$ cat src/rtl/irq_timer.sv
// irq_timer: memory-mapped reloadable timer with interrupt request and exception PC capture
module irq_timer #(
  parameter logic [31:0] BASE_ADDR = 32'h4000_0000
) (
  input  logic        clk,
  input  logic        reset,
  input  logic [31:0] PC,
  input  logic        TakeIRQ,
  input  logic [31:0] Addr,
  input  logic [31:0] WriteData,
  input  logic        MemWrite,
  input  logic        MemRead,
  output logic [31:0] ReadData,
  output logic        IRQ,
  output logic [31:0] EPC
);
  logic [31:0] th, tl, epc_q, tick;
  logic        en, ie, st;
  logic        hit, ovf, wr_th, wr_tl, wr_tcon, wr_epc;
  logic [2:0]  off;
  assign hit     = Addr[31:5] == BASE_ADDR[31:5] && Addr[1:0] == 2'b00;
  assign off     = Addr[4:2];
  assign wr_th   = MemWrite && hit && off == 3'd0;
  assign wr_tl   = MemWrite && hit && off == 3'd1;
  assign wr_tcon = MemWrite && hit && off == 3'd2;
  assign wr_epc  = MemWrite && hit && off == 3'd3;
  assign ovf     = en && &tl;
  always_ff @(posedge clk or negedge reset) begin
    if (!reset) begin
      th    <= '0;
      tl    <= '0;
      en    <= 1'b0;
      ie    <= 1'b0;
      st    <= 1'b0;
      epc_q <= '0;
      tick  <= '0;
    end else begin
      tick <= tick + 32'd1;
      if (wr_th) th <= WriteData;
      if (wr_tl) tl <= WriteData;
      else if (en) tl <= ovf ? th : tl + 32'd1;
      if (wr_tcon) begin
        en <= WriteData[0];
        ie <= WriteData[1];
      end
      // a hardware overflow set always beats a software clear
      st <= (wr_tcon ? WriteData[2] : st) | (ovf & ie);
      if (TakeIRQ) epc_q <= PC;
      else if (wr_epc) epc_q <= WriteData;
    end
  end
  always_comb
    ReadData = !(MemRead && hit) ? 32'd0 :
               off == 3'd0 ? th :
               off == 3'd1 ? tl :
               off == 3'd2 ? {29'd0, st, ie, en} :
               off == 3'd3 ? epc_q :
               off == 3'd4 ? tick : 32'd0;
  assign IRQ = st & ie & ~PC[31];
  assign EPC = epc_q;
endmodule
$ cat config.mk
export PLATFORM = sky130hd
export DESIGN_NAME = irq_timer
export DESIGN_NICKNAME = d
export VERILOG_FILES = /design/src/rtl/irq_timer.sv
export SDC_FILE = /design/constraint.sdc
export NUM_CORES = 1
export LEC_CHECK = 0
export ABC_AREA = 1
export BUFFER_PORTS_ARGS = -buffer_cell sky130_fd_sc_hd__clkbuf_2
export CELL_PAD_IN_SITES_DETAIL_PLACEMENT = 0
export CELL_PAD_IN_SITES_GLOBAL_PLACEMENT = 1
export CORE_MARGIN = 8
export CORE_UTILIZATION = 40
export CTS_CLUSTER_SIZE = 14
export DETAILED_ROUTE_END_ITERATION = 12
export GPL_ROUTABILITY_DRIVEN = 0
export PLACE_DENSITY_LB_ADDON = 0.1
export SYNTH_ARGS = -nofsm -noshare
export SYNTH_HDL_FRONTEND = slang
export SYNTH_SLANG_ARGS = --single-unit
$ cat constraint.sdc
create_clock -name clk -period 2 [get_ports clk]
set_input_delay 0.2 -clock clk [delete_from_list [all_inputs] [get_ports clk]]
set_output_delay 0.2 -clock clk [all_outputs]
set_load 0.05 [all_outputs]
==> results of run 1 <==
-- cell usage after synthesis (6+ instances only) --
master,instances
o21ai_2,8
xor2_1,35
o21ai_1,9
o21ai_0,110
nor3_1,14
xnor2_1,6
buf_2,12
inv_1,138
a211oi_1,28
a21oi_1,6
buf_1,6
nand3_1,151
dfrtp_1,131
nor2_2,7
nand2_1,390
nand4_1,47
clkbuf_1,34
nor2_1,136
-- sequential cells by signal (all words and copies together), names as in the netlist --
signal,count
st,1
ie,1
en,1
th,32
EPC,32
tl,32
tick,32
-- worst max-delay path, cell delays in order, from the launching register on --
cell,delay (ps)
dfrtp_1,390
inv_1,100
o21ai_1,230
a211oi_1,80
buf_4,140
nor2_2,220
buf_12,170
-- stage by stage --
step	setup WS, ps	TNS [ps]
floorplan	147	0
global placement	63.9	0
detailed placement	93.3	0
CTS	10.7	0
global route	-10.1	-18.9
finish	54.9	0
-- what timing repair did --
action,CTS,global route
hold endpoints to repair,53,0
hold buffers,11,0
cloned,0,1
resized for setup,2,21
endpoints found under the setup margin,2,15
pin swaps,0,2
setup buffers,0,2
-- kinds of logic (layout without fill, tap and decap cells) --
family / Yosys count / after routing
flops: 131 / 131
buf+inv: 202 / 429
xor+xnor: 41 / 41
compound gates: 163 / 163
fa+ha+maj: 2 / 2
simple gates: 774 / 774
-- power groups by stage --
| stage | logic, W | clock network [W] | registers [W] |
|---|---|---|---|
| finish | 0.000881 | 0.00291 | 0.00277 |
| global route | 0.000953 | 0.00303 | 0.00278 |
| CTS | 0.000882 | 0.00294 | 0.00277 |
| detailed placement | 0.000863 | 0 | 0.00282 |
| global placement | 0.000858 | 0 | 0.00282 |
| floorplan | 0.000234 | 0 | 0.00303 |
-- worst paths after layout --
path / start / end / slack, ps / cells after the start
worst max-delay path: tick[13]$_DFF_PN0_ / ReadData[13] / 50 / 6
worst min-delay path: WriteData[12] / tl[12]$_DFFE_PN0P_ / 8 / 3
worst max register to register: tl[7]$_DFFE_PN0P_ / tl[11]$_DFFE_PN0P_ / 140 / 10
worst min register to register: tick[0]$_DFF_PN0_ / tick[0]$_DFF_PN0_ / 480 / 1
max in group asynchronous: reset / tick[30]$_DFF_PN0_ / 1040 / 3
min in group asynchronous: reset / th[28]$_DFFE_PN0P_ / 280 / 2
-- final cells by class --
cell class | instances | area (sq um)
Timing Repair Buffer | 254 | 2150
Inverter | 144 | 541
Sequential cell | 131 | 3280
Clock buffer | 19 | 443
Multi-Input combinational cell | 980 | 4840
Fill cell | 2202 | 10000
Tap cell | 280 | 350
Clock inverter | 12 | 85.1
-- layer usage --
metal,GRT usage,vias to the layer above,wire [um],share of wire
met4,0.0789,0,886,0.025
met3,0.0559,46,2240,0.063
met2,0.422,353,16200,0.46
met5,0,-,0,0
li1,-,4690,-,-
met1,0.349,4424,16100,0.45
==> impl_metrics.yaml, run 1 <==
timing:
  period_share: 0.973
  slew_headroom: 0.664
  finClkSkew_ps: 10.2
  worst_pin_slew_ps: 504
  whs_ps: 7.94
  setup_viol: 0
  fmax_mhz: 514
  hold_viol_final: 0
  slew_viol_final: 0
  period_needed_ps: 1950
floorplanning:
  fp.dieH_um: 164
  design.core.area_sq_mm: 0.0217
  dieArea_sq_mm: 0.0270
  rows: 54
  io_pins: 166
  initial_core_util: 0.406
  die_width_um: 164
synth:
  synth_compound_area_frac: 0.105
  synth_xor_xnor_area_share: 0.0408
  ys_seq_area_frac: 0.373
  yosys.area_share.simple: 0.387
  synth_mux_area_frac: 0
  synth-main-ff-cell: "dfrtp_1"
  yosys_register_bits: 131
  synth_cells: 1313
  synth_nets: 1416
  synthDominantCellAreaShare: 0.373
  synthAdderAreaFrac: 0.00284
  synth.area.top_cells: "dfrtp_1 37%, nand2_1 17%, nand3_1 8.6%"
  syn_area_sq_mm: 0.00880
  async_flop_share: 1.00
  yosys.cell_types.count: 39
  syn_avg_cell_area_sq_um: 6.70
  yosys.area.top_type: "dfrtp_1"
  yosys_warnings: 0
  synth_top_family_by_area: "simple AND/OR/NAND/NOR gates"
  synth-edff-count: 0
layout:
  final_common_cell: "nand2_1"
  n_antenna_cell: 0
  final_cell_mix: "388 x nand2_1, 151 x nand3_1, 138 x inv_1"
  final_area_sq_mm: 0.0117
  postLayoutCoreUtil: 0.539
  area_growth_syn_to_layout_pct: 32.9
  drive_above_1_share: 0.234
  final_nets: 1631
  finalNonFillerCells: 1820
clock_tree:
  root_buffer: "clkbuf_16"
  cts_sinks: 131
  htreeDepth: 4
  worstSkewPairLatency_ps: 430
  cts_buffers: 17
  cts_tree: "built"
  clk_pin_slew_ps: 60
  clk_path_buf_depth: 2
detailed_routing:
  wl_per_cell_um: 19.4
  drt_iter0_drc: 795
  dr.pass1.iters: 5
  wl_mm: 35.4
  vias_per_cell: 5.23
  num_vias: 9513
  drc: 0
  postRouteAntennaNets: 0
placement:
  portBuffers: 165
  placed_cells: 1775
  dp.final_hpwl_mm: 27.2
  place_area_sq_mm: 0.0110
job:
  max_cap_violations: 0
pwr:
  clkPwrFrac: 0.444
  vdd_drop_max_v: 0.000420
  power.switching_w: 0.00199
  combPwrFrac: 0.134
  intPower_w: 0.00458
  p_per_area_mw_per_mm2: 562
  p_leak_nw: 5.31
  switching_share: 0.302
  total_power_w: 0.00657
  seqPwrFrac: 0.422
global_routing:
  grt_max_degree: 65
  gr-usage-all-layers: 0.263
  grt_pass1_vias: 9429
  grt_pass1_wl_mm: 53.9
  gr-total-overflow: 0
  antenna_found_initial: 0
worst_setup_path:
  critical_path_class: "reg2out"
  cp_max_fo: 3
  start_kind: "flip-flop"
  crit_arrival_ps: 1750
  required_ps: 1800
  crit_path_end_kind: "output pin"
run_status:
  status: "finished clean"
worst_hold_path:
  hp-class: "in2reg"
No activity file was read; power rests on OpenSTA's default activity.
==> inputs of run 2 (changes only) <==
Settings changed: ABC_AREA 1 to not set, CORE_UTILIZATION 40 to 42.
==> impl_metrics.yaml, run 2 <==
pwr:
  switching_share: 0.263
  intPower_w: 0.00509
  total_power_w: 0.00691
  power.switching_w: 0.00182
  p_per_area_mw_per_mm2: 576
  p_leak_nw: 5.38
  vdd_drop_max_v: 0.000545
  seqPwrFrac: 0.399
  combPwrFrac: 0.117
  clkPwrFrac: 0.485
run_status:
  status: "finished, violations left"
  violations: "setup timing"
clock_tree:
  root_buffer: "clkbuf_16"
  htreeDepth: 4
  cts_buffers: 17
  worstSkewPairLatency_ps: 420
  clk_path_buf_depth: 2
  clk_pin_slew_ps: 60
  cts_tree: "built"
  cts_sinks: 131
timing:
  setup_viol: 5
  finalWorstSetupSlack_ps: -65.7
  worst_pin_slew_ps: 539
  fmax_mhz: 484
  slew_viol_final: 0
  finClkSkew_ps: 8.19
  hold_viol_final: 0
  whs_ps: 20.9
  slew_headroom: 0.640
  rsz0062_at_grt: "yes"
  period_share: 1.03
  period_needed_ps: 2070
worst_setup_path:
  crit_path_end_kind: "flip-flop"
  start_kind: "flip-flop"
  required_ps: 2300
  crit_arrival_ps: 2370
  reg2reg_depth: 7
  cp_max_fo: 5
  r2r-end: "tl[29]$_DFFE_PN0P_"
  r2r-start: "tl[1]$_DFFE_PN0P_"
  critical_path_class: "reg2reg"
  r2r_slack_ps: -70
layout:
  area_growth_syn_to_layout_pct: 51.9
  n_antenna_cell: 0
  final_area_sq_mm: 0.0120
  nFillCells: 1570
  final_common_cell: "clkbuf_2"
  final_nets: 1281
  drive_above_1_share: 0.403
  final_cell_mix: "130 x clkbuf_2, 127 x dfrtp_1, 122 x buf_4"
detailed_routing:
  wl_met2_mm: 13.4
  drt_iter0_drc: 568
  num_vias: 8036
  wl_met3_mm: 1.80
  postRouteAntennaNets: 0
  dr.pass1.iters: 5
  wl_mm: 28.8
  vias_per_cell: 5.64
  wl_met1_mm: 13.0
  wl_per_cell_um: 20.2
  drc: 0
  topRoutingLayerUsed: "met4"
synth:
  yosys_warnings: 0
  syn_area_sq_mm: 0.00790
  synth_compound_area_frac: 0.195
  synth_common_cells: "131 x dfrtp_1, 108 x nand2_1, 80 x a21oi_1"
  yosys.area_share.simple: 0.184
  synth_xor_xnor_area_share: 0.0399
  synthDominantCellAreaShare: 0.415
  synth_cells: 873
  ys_seq_area_frac: 0.415
  synthAdderAreaFrac: 0.00317
  syn_avg_cell_area_sq_um: 9.05
  synth-edff-count: 0
  synth_top_family_by_area: "compound AO/OA/AOI/OAI gates"
  yosys_register_bits: 131
  synth.area.top_cells: "dfrtp_1 42%, mux2_2 5.3%, nand2_1 5.1%"
  yosys.area.top_type: "dfrtp_1"
  synth_mux_area_frac: 0.112
  synth_nets: 976
  async_flop_share: 1.00
  synth-main-ff-cell: "dfrtp_1"
  yosys.cell_types.count: 62
  synth.most_common_cell: "dfrtp_1"
global_routing:
  grt_pass1_vias: 8196
  gr-usage-all-layers: 0.238
  grt_max_degree: 65
  gr-total-overflow: 0
  grt_pass1_wl_mm: 45.0
  antenna_found_initial: 0
floorplanning:
  rows: 50
  design.core.area_sq_mm: 0.0186
  die_width_um: 153
  io_pins: 166
  dieArea_sq_mm: 0.0235
  initial_core_util: 0.425
  fp.dieH_um: 153
placement:
  pre_cts_ws_ps: -100
  dp.final_hpwl_mm: 20.6
  place_area_sq_mm: 0.0104
  portBuffers: 165
job:
  max_cap_violations: 0
worst_hold_path:
  hp-class: "in2reg"
  hold_path_startpoint: "WriteData[6]"
  hold_depth: 3
  whs_endpoint: "tl[6]$_DFFE_PN0P_"
## run 2: cell count changes in the layout (fill, tap and decap cells not counted), moves of 47 or more
cell     previous run  this run
nor2_2             48         1
buf_4              67       122
o21ai_0           103        52
nand2_1           388       108
a21oi_1             3        67
nor2_1             95        33
nand3_1           151        27
inv_1             138        34
## run 2: power by group through the flow
stage / sequential, W / combinational (W) / clock (W)
after global placement: 0.00280 / 0.000721 / 0
after detailed placement: 0.00280 / 0.000729 / 0
after floorplan: 0.00300 / 0.000190 / 0
after global routing: 0.00276 / 0.000872 / 0.00351
after CTS: 0.00275 / 0.000782 / 0.00339
final: 0.00276 / 0.000806 / 0.00335
## run 2: worst max-delay path: stages, from the launching register on
cell,delay [ps]
dfrtp_1,360
ha_2,190
nand4_1,120
buf_6,160
or3_4,400
or3_4,380
mux2i_1,130
a22o_1,210
## run 2: routing by layer
metal / track usage / vias up
li1: - / 3812
met1: 0.310 / 3915
met2: 0.387 / 272
met3: 0.0595 / 37
met4: 0.0646 / 0
met5: 0 / -
## run 2: cells by family (layout without fill, tap and decap cells)
kind of cell	Yosys count	after routing
AOI/OAI and AO/OA	244	244
xor gates and xnor gates	36	36
adders and majority gates	2	2
buffers and inverters	95	412
DFF	131	131
muxes	80	80
and+or+nand+nor	285	285
## run 2: worst max-delay path by stage
stage,startpoint,to,slack [ps],cells past startpoint
2_1_floorplan,Addr[21],ReadData[10],-130,6
3_3_place_gp,tl[1]$_DFFE_PN0P_,tl[14]$_DFFE_PN0P_,-60,8
3_5_place_dp,tl[1]$_DFFE_PN0P_,tl[14]$_DFFE_PN0P_,-100,8
4_1_cts,tl[1]$_DFFE_PN0P_,tl[29]$_DFFE_PN0P_,-40,7
5_1_grt,tl[0]$_DFFE_PN0P_,tl[29]$_DFFE_PN0P_,-140,7
6_report,tl[1]$_DFFE_PN0P_,tl[29]$_DFFE_PN0P_,-70,7
## run 2: through the flow
stage | util | setup TNS [ps] | cells
after global placement | 0.562 | -175 | 1345
after detailed placement | 0.562 | -1590 | 1345
after global routing | 0.646 | -3200 | 1424
after floorplan | - | -3170 | 873
final | 0.646 | -190 | 1424
after CTS | 0.617 | -206 | 1415
## run 2: final cells by class
cell class	instances	area (sq um)	area share
Tap cell	234	293	0.0244
Multi-Input combinational cell	647	4700	0.392
Clock inverter	12	180	0.0150
Clock buffer	19	443	0.0369
Inverter	36	135	0.0113
Timing Repair Buffer	345	2960	0.247
Sequential cell	131	3280	0.274
## run 2: repair_timing
item,in CTS,in global routing
setup endpoints to repair,30,58
hold buffers,32,0
cloned,0,2
pin swaps,4,22
setup buffers,7,8
resized for setup,9,107
hold endpoints to repair,68,0
